$ cat config.mk
export PLATFORM = sky130hd
export DESIGN_NAME = dfr_axil_cfg_slave_flat
export DESIGN_NICKNAME = d
export VERILOG_FILES = /design/src/rtl/dfr_axil_cfg_slave_if.sv /design/src/rtl/dfr_axil_cfg_slave.sv /design/src/flat_wrapper.sv
export SDC_FILE = /design/constraint.sdc
export NUM_CORES = 1
export LEC_CHECK = 0
export ABC_AREA = 1
export BUFFER_PORTS_ARGS = -buffer_cell sky130_fd_sc_hd__buf_2
export CAP_MARGIN = 20
export CELL_PAD_IN_SITES_DETAIL_PLACEMENT = 1
export CELL_PAD_IN_SITES_GLOBAL_PLACEMENT = 1
export CORE_MARGIN = 4
export CORE_UTILIZATION = 38
export CTS_BUF_LIST = sky130_fd_sc_hd__clkbuf_4 sky130_fd_sc_hd__clkbuf_8
export DETAILED_ROUTE_END_ITERATION = 7
export PLACE_DENSITY = 0.9
export SLEW_MARGIN = 5
export SYNTH_ARGS = -nofsm -noshare
export SYNTH_HDL_FRONTEND = slang
export SYNTH_SLANG_ARGS = --single-unit
$ cat constraint.sdc
create_clock -name S_AXI_ACLK -period 2.6 [get_ports S_AXI_ACLK]
set_input_delay 0.26 -clock S_AXI_ACLK [delete_from_list [all_inputs] [get_ports S_AXI_ACLK]]
set_output_delay 0.26 -clock S_AXI_ACLK [all_outputs]
set_load 0.005 [all_outputs]
$ cat src/rtl/dfr_axil_cfg_slave_if.sv
// AXI4-Lite bus bundle for the DFR configuration slave.
// The slave modport is used by dfr_axil_cfg_slave; the master modport by a host or testbench.
interface dfr_axil_cfg_slave_if #(
  parameter int C_S_AXI_ADDR_WIDTH = 30,
  parameter int C_S_AXI_DATA_WIDTH = 32
);
  logic [C_S_AXI_ADDR_WIDTH-1:0]   S_AXI_AWADDR;
  logic                            S_AXI_AWVALID;
  logic                            S_AXI_AWREADY;
  logic [C_S_AXI_DATA_WIDTH-1:0]   S_AXI_WDATA;
  logic [C_S_AXI_DATA_WIDTH/8-1:0] S_AXI_WSTRB;
  logic                            S_AXI_WVALID;
  logic                            S_AXI_WREADY;
  logic [1:0]                      S_AXI_BRESP;
  logic                            S_AXI_BVALID;
  logic                            S_AXI_BREADY;
  logic [C_S_AXI_ADDR_WIDTH-1:0]   S_AXI_ARADDR;
  logic                            S_AXI_ARVALID;
  logic                            S_AXI_ARREADY;
  logic [C_S_AXI_DATA_WIDTH-1:0]   S_AXI_RDATA;
  logic [1:0]                      S_AXI_RRESP;
  logic                            S_AXI_RVALID;
  logic                            S_AXI_RREADY;

  modport slave (
    input  S_AXI_AWADDR, S_AXI_AWVALID, S_AXI_WDATA, S_AXI_WSTRB, S_AXI_WVALID,
    input  S_AXI_BREADY, S_AXI_ARADDR, S_AXI_ARVALID, S_AXI_RREADY,
    output S_AXI_AWREADY, S_AXI_WREADY, S_AXI_BRESP, S_AXI_BVALID,
    output S_AXI_ARREADY, S_AXI_RDATA, S_AXI_RRESP, S_AXI_RVALID
  );

  modport master (
    output S_AXI_AWADDR, S_AXI_AWVALID, S_AXI_WDATA, S_AXI_WSTRB, S_AXI_WVALID,
    output S_AXI_BREADY, S_AXI_ARADDR, S_AXI_ARVALID, S_AXI_RREADY,
    input  S_AXI_AWREADY, S_AXI_WREADY, S_AXI_BRESP, S_AXI_BVALID,
    input  S_AXI_ARREADY, S_AXI_RDATA, S_AXI_RRESP, S_AXI_RVALID
  );
endinterface

$ cat src/rtl/dfr_axil_cfg_slave.sv
// AXI4-Lite configuration/memory-window slave for the DFR core.
// addr[27:24]: 0 = register bank (CTRL, DEBUG, seven RW config words),
// 1..4 = memory windows forwarded to the req/ack memory port, 5..15 = DECERR.
// Optional build macro DFR_AXIL_MEM_TIMEOUT_EN adds a memory ack timeout
// (MEM_TIMEOUT_CYCLES) answered with SLVERR; without it the slave waits for ack forever.
// READY outputs are registered and predicted one cycle ahead, so they are only
// ever high while the FSM sits in IDLE.
module dfr_axil_cfg_slave #(
  parameter int C_S_AXI_DATA_WIDTH = 32,
  parameter int C_S_AXI_ADDR_WIDTH = 30,
  parameter int MEM_ADDR_WIDTH     = 16,
  parameter int MEM_TIMEOUT_CYCLES = 256
) (
  input  logic                      S_AXI_ACLK,
  input  logic                      S_AXI_ARESET,
  dfr_axil_cfg_slave_if.slave       s_axi,
  output logic                      mem_req,
  output logic                      mem_we,
  output logic [1:0]                mem_sel,
  output logic [MEM_ADDR_WIDTH-1:0] mem_addr,
  output logic [31:0]               mem_wdata,
  input  logic [31:0]               mem_rdata,
  input  logic                      mem_ack,
  input  logic                      core_busy,
  input  logic                      core_done,
  input  logic [31:0]               debug_in,
  output logic                      ctrl_start,
  output logic [223:0]              cfg_flat
);

  localparam logic [1:0] RESP_OKAY   = 2'b00;
  localparam logic [1:0] RESP_SLVERR = 2'b10;
  localparam logic [1:0] RESP_DECERR = 2'b11;

  typedef enum logic [2:0] {
    ST_IDLE   = 3'd0,
    ST_MEM_WR = 3'd1,
    ST_MEM_RD = 3'd2,
    ST_WRESP  = 3'd3,
    ST_RRESP  = 3'd4
  } state_t;

  state_t state_r, state_nx_s;

  logic                          awready_r, awready_nx_s;
  logic                          arready_r, arready_nx_s;
  logic                          bvalid_r, bvalid_nx_s;
  logic [1:0]                    bresp_r, bresp_nx_s;
  logic                          rvalid_r, rvalid_nx_s;
  logic [C_S_AXI_DATA_WIDTH-1:0] rdata_r, rdata_nx_s;
  logic [1:0]                    rresp_r, rresp_nx_s;
  logic                          mem_req_r, mem_req_nx_s;
  logic                          mem_we_r, mem_we_nx_s;
  logic [1:0]                    mem_sel_r, mem_sel_nx_s;
  logic [MEM_ADDR_WIDTH-1:0]     mem_addr_r, mem_addr_nx_s;
  logic [31:0]                   mem_wdata_r, mem_wdata_nx_s;

  logic        go_r;
  logic        ctrl_start_r;
  logic [31:0] cfg_r [7];

  logic [C_S_AXI_ADDR_WIDTH-1:0] aw_addr_s, ar_addr_s;
  logic [3:0]                    aw_region_s, ar_region_s;
  logic                          aw_is_mem_s, ar_is_mem_s;
  logic [5:0]                    aw_idx_s, ar_idx_s;
  logic [2:0]                    cfg_sel_s;
  logic                          aw_hs_s, ar_hs_s;
  logic                          reg_wr_s, start_wr_s;
  logic [C_S_AXI_DATA_WIDTH-1:0] reg_rdata_s;
  logic                          tmo_hit_s;
  logic                          unused_s;

  assign aw_addr_s   = s_axi.S_AXI_AWADDR;
  assign ar_addr_s   = s_axi.S_AXI_ARADDR;
  assign aw_region_s = aw_addr_s[27:24];
  assign ar_region_s = ar_addr_s[27:24];
  assign aw_is_mem_s = (aw_region_s >= 4'd1) && (aw_region_s <= 4'd4);
  assign ar_is_mem_s = (ar_region_s >= 4'd1) && (ar_region_s <= 4'd4);
  assign aw_idx_s    = aw_addr_s[7:2];
  assign ar_idx_s    = ar_addr_s[7:2];
  assign cfg_sel_s   = 3'(ar_idx_s - 6'd2);
  assign unused_s    = ^{aw_addr_s, ar_addr_s};

  // AWREADY and WREADY share one register: both channels are accepted together.
  assign aw_hs_s    = awready_r && s_axi.S_AXI_AWVALID && s_axi.S_AXI_WVALID;
  assign ar_hs_s    = arready_r && s_axi.S_AXI_ARVALID;
  assign reg_wr_s   = aw_hs_s && (aw_region_s == 4'd0);
  assign start_wr_s = reg_wr_s && (aw_idx_s == 6'd0) && s_axi.S_AXI_WSTRB[0] && s_axi.S_AXI_WDATA[0];

`ifdef DFR_AXIL_MEM_TIMEOUT_EN
  logic [31:0] tmo_cnt_r;

  assign tmo_hit_s = (tmo_cnt_r == 32'(MEM_TIMEOUT_CYCLES - 1));

  // Count cycles spent waiting for mem_ack; cleared whenever the memory state is left.
  always_ff @(posedge S_AXI_ACLK) begin
    if (S_AXI_ARESET) begin
      tmo_cnt_r <= 32'd0;
    end else if (((state_r == ST_MEM_WR) || (state_r == ST_MEM_RD)) && (state_nx_s == state_r)) begin
      tmo_cnt_r <= tmo_cnt_r + 32'd1;
    end else begin
      tmo_cnt_r <= 32'd0;
    end
  end
`else
  localparam int tmo_cycles_unused = MEM_TIMEOUT_CYCLES;
  assign tmo_hit_s = 1'b0;
`endif

  // Register-bank read mux, indexed by the read address word offset.
  always_comb begin
    reg_rdata_s = 32'd0;
    case (ar_idx_s)
      6'd0:    reg_rdata_s = {30'd0, core_busy, go_r};
      6'd1:    reg_rdata_s = debug_in;
      6'd2, 6'd3, 6'd4, 6'd5, 6'd6, 6'd7, 6'd8:
               reg_rdata_s = cfg_r[cfg_sel_s];
      default: reg_rdata_s = 32'd0;
    endcase
  end

  // FSM state register.
  always_ff @(posedge S_AXI_ACLK) begin
    if (S_AXI_ARESET) begin
      state_r <= ST_IDLE;
    end else begin
      state_r <= state_nx_s;
    end
  end

  // Next-state and next-output logic; outputs hold unless a transition updates them.
  always_comb begin
    state_nx_s     = state_r;
    awready_nx_s   = 1'b0;
    arready_nx_s   = 1'b0;
    bvalid_nx_s    = bvalid_r;
    bresp_nx_s     = bresp_r;
    rvalid_nx_s    = rvalid_r;
    rdata_nx_s     = rdata_r;
    rresp_nx_s     = rresp_r;
    mem_req_nx_s   = mem_req_r;
    mem_we_nx_s    = mem_we_r;
    mem_sel_nx_s   = mem_sel_r;
    mem_addr_nx_s  = mem_addr_r;
    mem_wdata_nx_s = mem_wdata_r;
    case (state_r)
      ST_IDLE: begin
        if (aw_hs_s) begin
          if (aw_region_s == 4'd0) begin
            state_nx_s  = ST_WRESP;
            bvalid_nx_s = 1'b1;
            bresp_nx_s  = RESP_OKAY;
          end else if (aw_is_mem_s) begin
            if (s_axi.S_AXI_WSTRB == 4'hF) begin
              state_nx_s     = ST_MEM_WR;
              mem_req_nx_s   = 1'b1;
              mem_we_nx_s    = 1'b1;
              mem_sel_nx_s   = 2'(aw_region_s - 4'd1);
              mem_addr_nx_s  = aw_addr_s[MEM_ADDR_WIDTH+1:2];
              mem_wdata_nx_s = s_axi.S_AXI_WDATA;
            end else begin
              // Partial-word memory writes are refused without touching the memory.
              state_nx_s  = ST_WRESP;
              bvalid_nx_s = 1'b1;
              bresp_nx_s  = RESP_SLVERR;
            end
          end else begin
            state_nx_s  = ST_WRESP;
            bvalid_nx_s = 1'b1;
            bresp_nx_s  = RESP_DECERR;
          end
        end else if (ar_hs_s) begin
          if (ar_region_s == 4'd0) begin
            state_nx_s  = ST_RRESP;
            rvalid_nx_s = 1'b1;
            rdata_nx_s  = reg_rdata_s;
            rresp_nx_s  = RESP_OKAY;
          end else if (ar_is_mem_s) begin
            state_nx_s    = ST_MEM_RD;
            mem_req_nx_s  = 1'b1;
            mem_we_nx_s   = 1'b0;
            mem_sel_nx_s  = 2'(ar_region_s - 4'd1);
            mem_addr_nx_s = ar_addr_s[MEM_ADDR_WIDTH+1:2];
          end else begin
            state_nx_s  = ST_RRESP;
            rvalid_nx_s = 1'b1;
            rdata_nx_s  = 32'd0;
            rresp_nx_s  = RESP_DECERR;
          end
        end else begin
          state_nx_s = ST_IDLE;
        end
      end
      ST_MEM_WR: begin
        if (mem_ack) begin
          state_nx_s   = ST_WRESP;
          mem_req_nx_s = 1'b0;
          mem_we_nx_s  = 1'b0;
          bvalid_nx_s  = 1'b1;
          bresp_nx_s   = RESP_OKAY;
        end else if (tmo_hit_s) begin
          state_nx_s   = ST_WRESP;
          mem_req_nx_s = 1'b0;
          mem_we_nx_s  = 1'b0;
          bvalid_nx_s  = 1'b1;
          bresp_nx_s   = RESP_SLVERR;
        end else begin
          state_nx_s = ST_MEM_WR;
        end
      end
      ST_MEM_RD: begin
        if (mem_ack) begin
          state_nx_s   = ST_RRESP;
          mem_req_nx_s = 1'b0;
          rvalid_nx_s  = 1'b1;
          rdata_nx_s   = mem_rdata;
          rresp_nx_s   = RESP_OKAY;
        end else if (tmo_hit_s) begin
          state_nx_s   = ST_RRESP;
          mem_req_nx_s = 1'b0;
          rvalid_nx_s  = 1'b1;
          rdata_nx_s   = 32'hDEAD_DEAD;
          rresp_nx_s   = RESP_SLVERR;
        end else begin
          state_nx_s = ST_MEM_RD;
        end
      end
      ST_WRESP: begin
        if (s_axi.S_AXI_BREADY) begin
          state_nx_s  = ST_IDLE;
          bvalid_nx_s = 1'b0;
        end else begin
          state_nx_s = ST_WRESP;
        end
      end
      ST_RRESP: begin
        if (s_axi.S_AXI_RREADY) begin
          state_nx_s  = ST_IDLE;
          rvalid_nx_s = 1'b0;
        end else begin
          state_nx_s = ST_RRESP;
        end
      end
      default: begin
        state_nx_s   = ST_IDLE;
        bvalid_nx_s  = 1'b0;
        rvalid_nx_s  = 1'b0;
        mem_req_nx_s = 1'b0;
        mem_we_nx_s  = 1'b0;
      end
    endcase
    // Ready is presented only while idle next cycle; a pending write beats a read.
    if (state_nx_s == ST_IDLE) begin
      awready_nx_s = s_axi.S_AXI_AWVALID && s_axi.S_AXI_WVALID;
      arready_nx_s = s_axi.S_AXI_ARVALID && !(s_axi.S_AXI_AWVALID && s_axi.S_AXI_WVALID);
    end else begin
      awready_nx_s = 1'b0;
      arready_nx_s = 1'b0;
    end
  end

  // Registered bus and memory-port outputs.
  always_ff @(posedge S_AXI_ACLK) begin
    if (S_AXI_ARESET) begin
      awready_r   <= 1'b0;
      arready_r   <= 1'b0;
      bvalid_r    <= 1'b0;
      bresp_r     <= 2'b00;
      rvalid_r    <= 1'b0;
      rdata_r     <= 32'd0;
      rresp_r     <= 2'b00;
      mem_req_r   <= 1'b0;
      mem_we_r    <= 1'b0;
      mem_sel_r   <= 2'd0;
      mem_addr_r  <= '0;
      mem_wdata_r <= 32'd0;
    end else begin
      awready_r   <= awready_nx_s;
      arready_r   <= arready_nx_s;
      bvalid_r    <= bvalid_nx_s;
      bresp_r     <= bresp_nx_s;
      rvalid_r    <= rvalid_nx_s;
      rdata_r     <= rdata_nx_s;
      rresp_r     <= rresp_nx_s;
      mem_req_r   <= mem_req_nx_s;
      mem_we_r    <= mem_we_nx_s;
      mem_sel_r   <= mem_sel_nx_s;
      mem_addr_r  <= mem_addr_nx_s;
      mem_wdata_r <= mem_wdata_nx_s;
    end
  end

  // Register bank writes: START latch with done-priority, byte-enabled config words.
  always_ff @(posedge S_AXI_ACLK) begin
    if (S_AXI_ARESET) begin
      go_r         <= 1'b0;
      ctrl_start_r <= 1'b0;
      for (int i = 0; i < 7; i++) begin
        cfg_r[i] <= 32'd0;
      end
    end else begin
      ctrl_start_r <= 1'b0;
      if (core_done) begin
        go_r <= 1'b0;
      end else if (start_wr_s && !go_r) begin
        go_r         <= 1'b1;
        ctrl_start_r <= 1'b1;
      end
      for (int i = 0; i < 7; i++) begin
        for (int b = 0; b < 4; b++) begin
          if (reg_wr_s && (aw_idx_s == 6'(i + 2)) && s_axi.S_AXI_WSTRB[b]) begin
            cfg_r[i][8*b +: 8] <= s_axi.S_AXI_WDATA[8*b +: 8];
          end
        end
      end
    end
  end

  for (genvar g = 0; g < 7; g++) begin : g_cfg_flat
    assign cfg_flat[32*g +: 32] = cfg_r[g];
  end

  assign s_axi.S_AXI_AWREADY = awready_r;
  assign s_axi.S_AXI_WREADY  = awready_r;
  assign s_axi.S_AXI_BVALID  = bvalid_r;
  assign s_axi.S_AXI_BRESP   = bresp_r;
  assign s_axi.S_AXI_ARREADY = arready_r;
  assign s_axi.S_AXI_RVALID  = rvalid_r;
  assign s_axi.S_AXI_RDATA   = rdata_r;
  assign s_axi.S_AXI_RRESP   = rresp_r;
  assign mem_req    = mem_req_r;
  assign mem_we     = mem_we_r;
  assign mem_sel    = mem_sel_r;
  assign mem_addr   = mem_addr_r;
  assign mem_wdata  = mem_wdata_r;
  assign ctrl_start = ctrl_start_r;

endmodule

$ cat src/flat_wrapper.sv
// flat-port wrapper written by rule: the top's interface ports become plain ports
module dfr_axil_cfg_slave_flat 
#(
  parameter int C_S_AXI_DATA_WIDTH = 32,
  parameter int C_S_AXI_ADDR_WIDTH = 30,
  parameter int MEM_ADDR_WIDTH     = 16,
  parameter int MEM_TIMEOUT_CYCLES = 256
)
  (S_AXI_ACLK, S_AXI_ARESET, mem_req, mem_we, mem_sel, mem_addr, mem_wdata, mem_rdata, mem_ack, core_busy, core_done, debug_in, ctrl_start, cfg_flat, s_axi_S_AXI_AWADDR, s_axi_S_AXI_AWVALID, s_axi_S_AXI_WDATA, s_axi_S_AXI_WSTRB, s_axi_S_AXI_WVALID, s_axi_S_AXI_BREADY, s_axi_S_AXI_ARADDR, s_axi_S_AXI_ARVALID, s_axi_S_AXI_RREADY, s_axi_S_AXI_AWREADY, s_axi_S_AXI_WREADY, s_axi_S_AXI_BRESP, s_axi_S_AXI_BVALID, s_axi_S_AXI_ARREADY, s_axi_S_AXI_RDATA, s_axi_S_AXI_RRESP, s_axi_S_AXI_RVALID);
  dfr_axil_cfg_slave_if #(.C_S_AXI_ADDR_WIDTH(C_S_AXI_ADDR_WIDTH), .C_S_AXI_DATA_WIDTH(C_S_AXI_DATA_WIDTH)) s_axi_i ();
  input  logic S_AXI_ACLK;
  input  logic S_AXI_ARESET;
  output logic mem_req;
  output logic mem_we;
  output logic [1:0] mem_sel;
  output logic [MEM_ADDR_WIDTH-1:0] mem_addr;
  output logic [31:0] mem_wdata;
  input  logic [31:0] mem_rdata;
  input  logic mem_ack;
  input  logic core_busy;
  input  logic core_done;
  input  logic [31:0] debug_in;
  output logic ctrl_start;
  output logic [223:0] cfg_flat;
  input wire logic [$bits(s_axi_i.S_AXI_AWADDR)-1:0] s_axi_S_AXI_AWADDR;
  input wire logic [$bits(s_axi_i.S_AXI_AWVALID)-1:0] s_axi_S_AXI_AWVALID;
  input wire logic [$bits(s_axi_i.S_AXI_WDATA)-1:0] s_axi_S_AXI_WDATA;
  input wire logic [$bits(s_axi_i.S_AXI_WSTRB)-1:0] s_axi_S_AXI_WSTRB;
  input wire logic [$bits(s_axi_i.S_AXI_WVALID)-1:0] s_axi_S_AXI_WVALID;
  input wire logic [$bits(s_axi_i.S_AXI_BREADY)-1:0] s_axi_S_AXI_BREADY;
  input wire logic [$bits(s_axi_i.S_AXI_ARADDR)-1:0] s_axi_S_AXI_ARADDR;
  input wire logic [$bits(s_axi_i.S_AXI_ARVALID)-1:0] s_axi_S_AXI_ARVALID;
  input wire logic [$bits(s_axi_i.S_AXI_RREADY)-1:0] s_axi_S_AXI_RREADY;
  output wire logic [$bits(s_axi_i.S_AXI_AWREADY)-1:0] s_axi_S_AXI_AWREADY;
  output wire logic [$bits(s_axi_i.S_AXI_WREADY)-1:0] s_axi_S_AXI_WREADY;
  output wire logic [$bits(s_axi_i.S_AXI_BRESP)-1:0] s_axi_S_AXI_BRESP;
  output wire logic [$bits(s_axi_i.S_AXI_BVALID)-1:0] s_axi_S_AXI_BVALID;
  output wire logic [$bits(s_axi_i.S_AXI_ARREADY)-1:0] s_axi_S_AXI_ARREADY;
  output wire logic [$bits(s_axi_i.S_AXI_RDATA)-1:0] s_axi_S_AXI_RDATA;
  output wire logic [$bits(s_axi_i.S_AXI_RRESP)-1:0] s_axi_S_AXI_RRESP;
  output wire logic [$bits(s_axi_i.S_AXI_RVALID)-1:0] s_axi_S_AXI_RVALID;
  assign s_axi_i.S_AXI_AWADDR = s_axi_S_AXI_AWADDR;
  assign s_axi_i.S_AXI_AWVALID = s_axi_S_AXI_AWVALID;
  assign s_axi_i.S_AXI_WDATA = s_axi_S_AXI_WDATA;
  assign s_axi_i.S_AXI_WSTRB = s_axi_S_AXI_WSTRB;
  assign s_axi_i.S_AXI_WVALID = s_axi_S_AXI_WVALID;
  assign s_axi_i.S_AXI_BREADY = s_axi_S_AXI_BREADY;
  assign s_axi_i.S_AXI_ARADDR = s_axi_S_AXI_ARADDR;
  assign s_axi_i.S_AXI_ARVALID = s_axi_S_AXI_ARVALID;
  assign s_axi_i.S_AXI_RREADY = s_axi_S_AXI_RREADY;
  assign s_axi_S_AXI_AWREADY = s_axi_i.S_AXI_AWREADY;
  assign s_axi_S_AXI_WREADY = s_axi_i.S_AXI_WREADY;
  assign s_axi_S_AXI_BRESP = s_axi_i.S_AXI_BRESP;
  assign s_axi_S_AXI_BVALID = s_axi_i.S_AXI_BVALID;
  assign s_axi_S_AXI_ARREADY = s_axi_i.S_AXI_ARREADY;
  assign s_axi_S_AXI_RDATA = s_axi_i.S_AXI_RDATA;
  assign s_axi_S_AXI_RRESP = s_axi_i.S_AXI_RRESP;
  assign s_axi_S_AXI_RVALID = s_axi_i.S_AXI_RVALID;
  dfr_axil_cfg_slave #(.C_S_AXI_DATA_WIDTH(C_S_AXI_DATA_WIDTH), .C_S_AXI_ADDR_WIDTH(C_S_AXI_ADDR_WIDTH), .MEM_ADDR_WIDTH(MEM_ADDR_WIDTH), .MEM_TIMEOUT_CYCLES(MEM_TIMEOUT_CYCLES)) u_core (.S_AXI_ACLK(S_AXI_ACLK), .S_AXI_ARESET(S_AXI_ARESET), .s_axi(s_axi_i), .mem_req(mem_req), .mem_we(mem_we), .mem_sel(mem_sel), .mem_addr(mem_addr), .mem_wdata(mem_wdata), .mem_rdata(mem_rdata), .mem_ack(mem_ack), .core_busy(core_busy), .core_done(core_done), .debug_in(debug_in), .ctrl_start(ctrl_start), .cfg_flat(cfg_flat));
endmodule
==> metrics.md <==
| Metric | Value |
|---|---|
| HPWL Detailed | `around 52 mm` |
| Die Ht | `approximately 220 µm` |
| Post-DRT Antenna Nets | `0` |
| Vias per cell | `5.251` |
| PortBufs | `467` |
| Fin crit share | `93.30%` |
| WL final | `75.75 mm` |
| DR WL/cell | `22.87 µm` |
| Postcts setup bufs | `0` |
| Type of the most critical hold path | `in -> reg` |
| Sinks on Clock Net | `320` |
| Critical path class | `in -> reg` |
| First-pass GRT wire length | `112.9 mm` |
| # rows | `between 70 and 80` |
| Cells after synthesis | `2161` |
| Switch share | `about 29%` |
| Worst-path fanout max | `21` |
| Root buf cell | `clkbuf_8` |
| GRT overflow | `0` |
| Mean Syn Cell Area | `7.574 µm²` |
| Net Switching | `3.630 mW` |
| Via count | `17.39k` |
| Total of max-cap violations | `0` |
| Initial Util | `38.76%` |
| Clk buf depth | `3` |
| Syn nets | `2331` |
| Placed insts | `a little over 3k` |
| Largest net degree at the start of global routing | `108` |
| First DRT Iteration DRCs | `1414` |
| CP Capture Type | `register` |
| DRC Markers | `0` |
| Arrival time at the worst endpoint | `roughly 3000 ps` |
| DIE WIDTH | `~220 µm` |
| Clock transition at path regs | `~70 ps` |
| Slew Viols, Final | `0` |
| Worst skew pair latency | `660 ps` |
| Htree depth | `2` |
| Worst VDD drop | `around 0.00036 V` |
| Sequential share of the synthesized area | `between 50% and 60%` |
| Die area | `46460 µm²` |
| Clock power share | `38.5%` |
| Setup Viol. Count Final | `0` |
| Fraction of layout cells with a size suffix above 1 | `24.20%` |
| Syn-to-layout area delta | `30.88%` |
| Pwr Density | `between 500 and 600 nW/µm²` |
| CP required | `3170 ps` |
| Final Hold Fails | `0` |
| Setup TNS | `0 ps` |
| Tmin final | `~2400 ps` |
| Yosys cell types | `30` |
| FMAX | `412.3 MHz` |
| Mapped cell area | `16370 µm²` |
| #FFs+latches synth | `320` |
| Pint | `8.912 mW` |
| Leakage | `10.97 nW` |
| Core area | `about 42000 µm²` |
| Max-Slew Margin vs Limit | `between 50 and 60%` |
| Least-Margin Pin Slew | `about 680 ps` |
| Ys Warns | `0` |
| GRT Util Overall | `31.72%` |
| Logic pwr share | `14.8%` |
| Flop pwr share | `46.7%` |
| Status | `completed` |
| Num CTS Buffers | `between 50 and 60` |
| RSZ-0062 raised after global routing | `no` |
| Placer Congestion | `a little over 0.9` |
| Num ports | `488` |
| Layout Skew | `39.02 ps` |
| Fin cells | `3312` |
| CTS tree | `built` |
| Initial antenna violation count | `8` |
| Startpoint type of the worst setup path | `input pin` |
| Drt first pass iters | `5` |
| Post-layout net count | `2892` |
| Vias in the first global route | `18.81k` |
[cell families after synthesis]
group           synth area share (%)
xor+xnor                     0.09941
buf+inv                        10.42
simple gates                   32.95
flops                          52.84
compound gates                 3.692
[worst max-delay path, stage by stage]
cell and delay [ps]:
dlygate4sd3_1 550, buf_2 150, nand3_2 210, buf_4 300, a21oi_1 150, nor2_2 200
nand3_4 230, nand2_1 140, nand2_1 60, a21oi_1 140, dlygate4sd3_1 600
[area by class of cell]
cell class	instances	area [µm²]
diodes	8	20.02
clock buffers	76	945.9
clock inverters	27	177.7
fillers	5370	20810
inverters	321	1207
multi-input cells	1417	6042
flip-flops and latches	320	8648
well taps	539	674.4
repair buffers	604	3706
[synth_stat cells]
cell type  instances  area [µm²]
nand3b_1          32       240.2
a21oi_2            1       8.760
nand3_1          132       660.6
xor2_2             1       16.27
buf_6              2       22.52
a21oi_1           67       335.3
o21ai_1            1       5.000
inv_1            313        1175
or2_2             33       206.5
nand3_2            2       20.02
dfxtp_1           96        1922
nand4_1            7       43.79
a31oi_1            1       6.260
nor3_4             3       48.80
buf_1              9       33.78
nor2_1           370        1389
buf_4             13       97.59
o21ai_2            1       8.760
nand2_1          689        2586
o21ai_0           48       240.2
nor2_2             7       43.79
inv_2              8       30.03
clkbuf_2           1       5.000
nor3_1             3       15.01
nor2_4             1       11.26
clkbuf_1          39       146.4
nand4_4            1       21.27
nand2_2           17       106.4
buf_2             39       195.2
edfxtp_1         224        6726
[through the flow]
step	worst slack, ps	hold WS, ps	utilization (%)	total power, mW	cell area, µm²
2_1_floorplan	650.3	386.1	-	6.786	16370
3_3_place_gp	303.6	458.8	45.59	7.513	19250
3_5_place_dp	208.6	467.9	45.59	7.602	19250
4_1_cts	131.6	2.411	50.65	12.51	21390
5_1_grt	17.28	41.93	50.73	13.04	21420
6_report	174.3	55.68	50.73	12.54	21420
[flip-flops by register name, indices dropped and copies added, names as in the netlist]
| name | count |
|---|---|
| u_core.cfg_r | 224 |
| u_core.ctrl_start | 1 |
| u_core.go_r | 1 |
| u_core.mem_addr | 16 |
| u_core.mem_req | 1 |
| u_core.mem_sel | 2 |
| u_core.mem_wdata | 32 |
| u_core.mem_we | 1 |
| u_core.s_axi.S_AXI_ARREADY | 1 |
| u_core.s_axi.S_AXI_AWREADY | 1 |
| u_core.s_axi.S_AXI_BRESP | 2 |
| u_core.s_axi.S_AXI_BVALID | 1 |
| u_core.s_axi.S_AXI_RDATA | 32 |
| u_core.s_axi.S_AXI_RRESP | 1 |
| u_core.s_axi.S_AXI_RVALID | 1 |
| u_core.state_r | 3 |
[final timing paths]
check	start	end	slack, ps	cells after the start
worst max-delay path	s_axi_S_AXI_AWVALID	u_core.s_axi.S_AXI_RDATA[27]	170	11
worst max register to register	u_core.s_axi.S_AXI_AWREADY	u_core.s_axi.S_AXI_RDATA[27]	180	9
worst min register to register	u_core.mem_wdata[31]	u_core.mem_wdata[31]	480	2
worst min-delay path	mem_rdata[9]	u_core.s_axi.S_AXI_RDATA[9]	60	5
[routing by layer]
| layer | up-vias | track usage [%] | wire (µm) |
|---|---|---|---|
| met5 | - | 0 | 0 |
| met4 | 0 | 22.18 | 5981 |
| met3 | 292 | 6.231 | 5620 |
| met2 | 925 | 54.97 | 36960 |
| met1 | 8382 | 35.01 | 27180 |
| li1 | 7792 | - | - |
[layout by cell type (no fill, tap or decap), types with 9 or more instances in the layout]
cell / instances
o21ai_0: 48
nand2_1: 689
nand3b_1: 32
dfxtp_1: 96
inv_1: 312
buf_2: 465
or2_2: 33
dlygate4sd3_1: 101
buf_4: 30
clkinv_2: 9
nand2_2: 17
nor2_1: 369
clkbuf_4: 16
nand3_1: 132
edfxtp_1: 224
clkbuf_8: 60
a21oi_1: 67
clkinv_1: 14
[what timing repair did]
item	CTS	global route
hold endpoints to repair	73	0
hold buffers	101	0
setup endpoints to repair	0	7
resized for setup	0	3
[power by group through the flow]
| stage | sequential, mW | clock [mW] | combinational, mW |
|---|---|---|---|
| 3_5_place_dp | 5.94 | 0 | 1.66 |
| 6_report | 5.85 | 4.83 | 1.86 |
| 5_1_grt | 5.87 | 5.14 | 2.03 |
| 3_3_place_gp | 5.93 | 0 | 1.59 |
| 2_1_floorplan | 5.91 | 0 | 0.873 |
| 4_1_cts | 5.84 | 4.86 | 1.81 |
(Power assumes the default switching activity.)
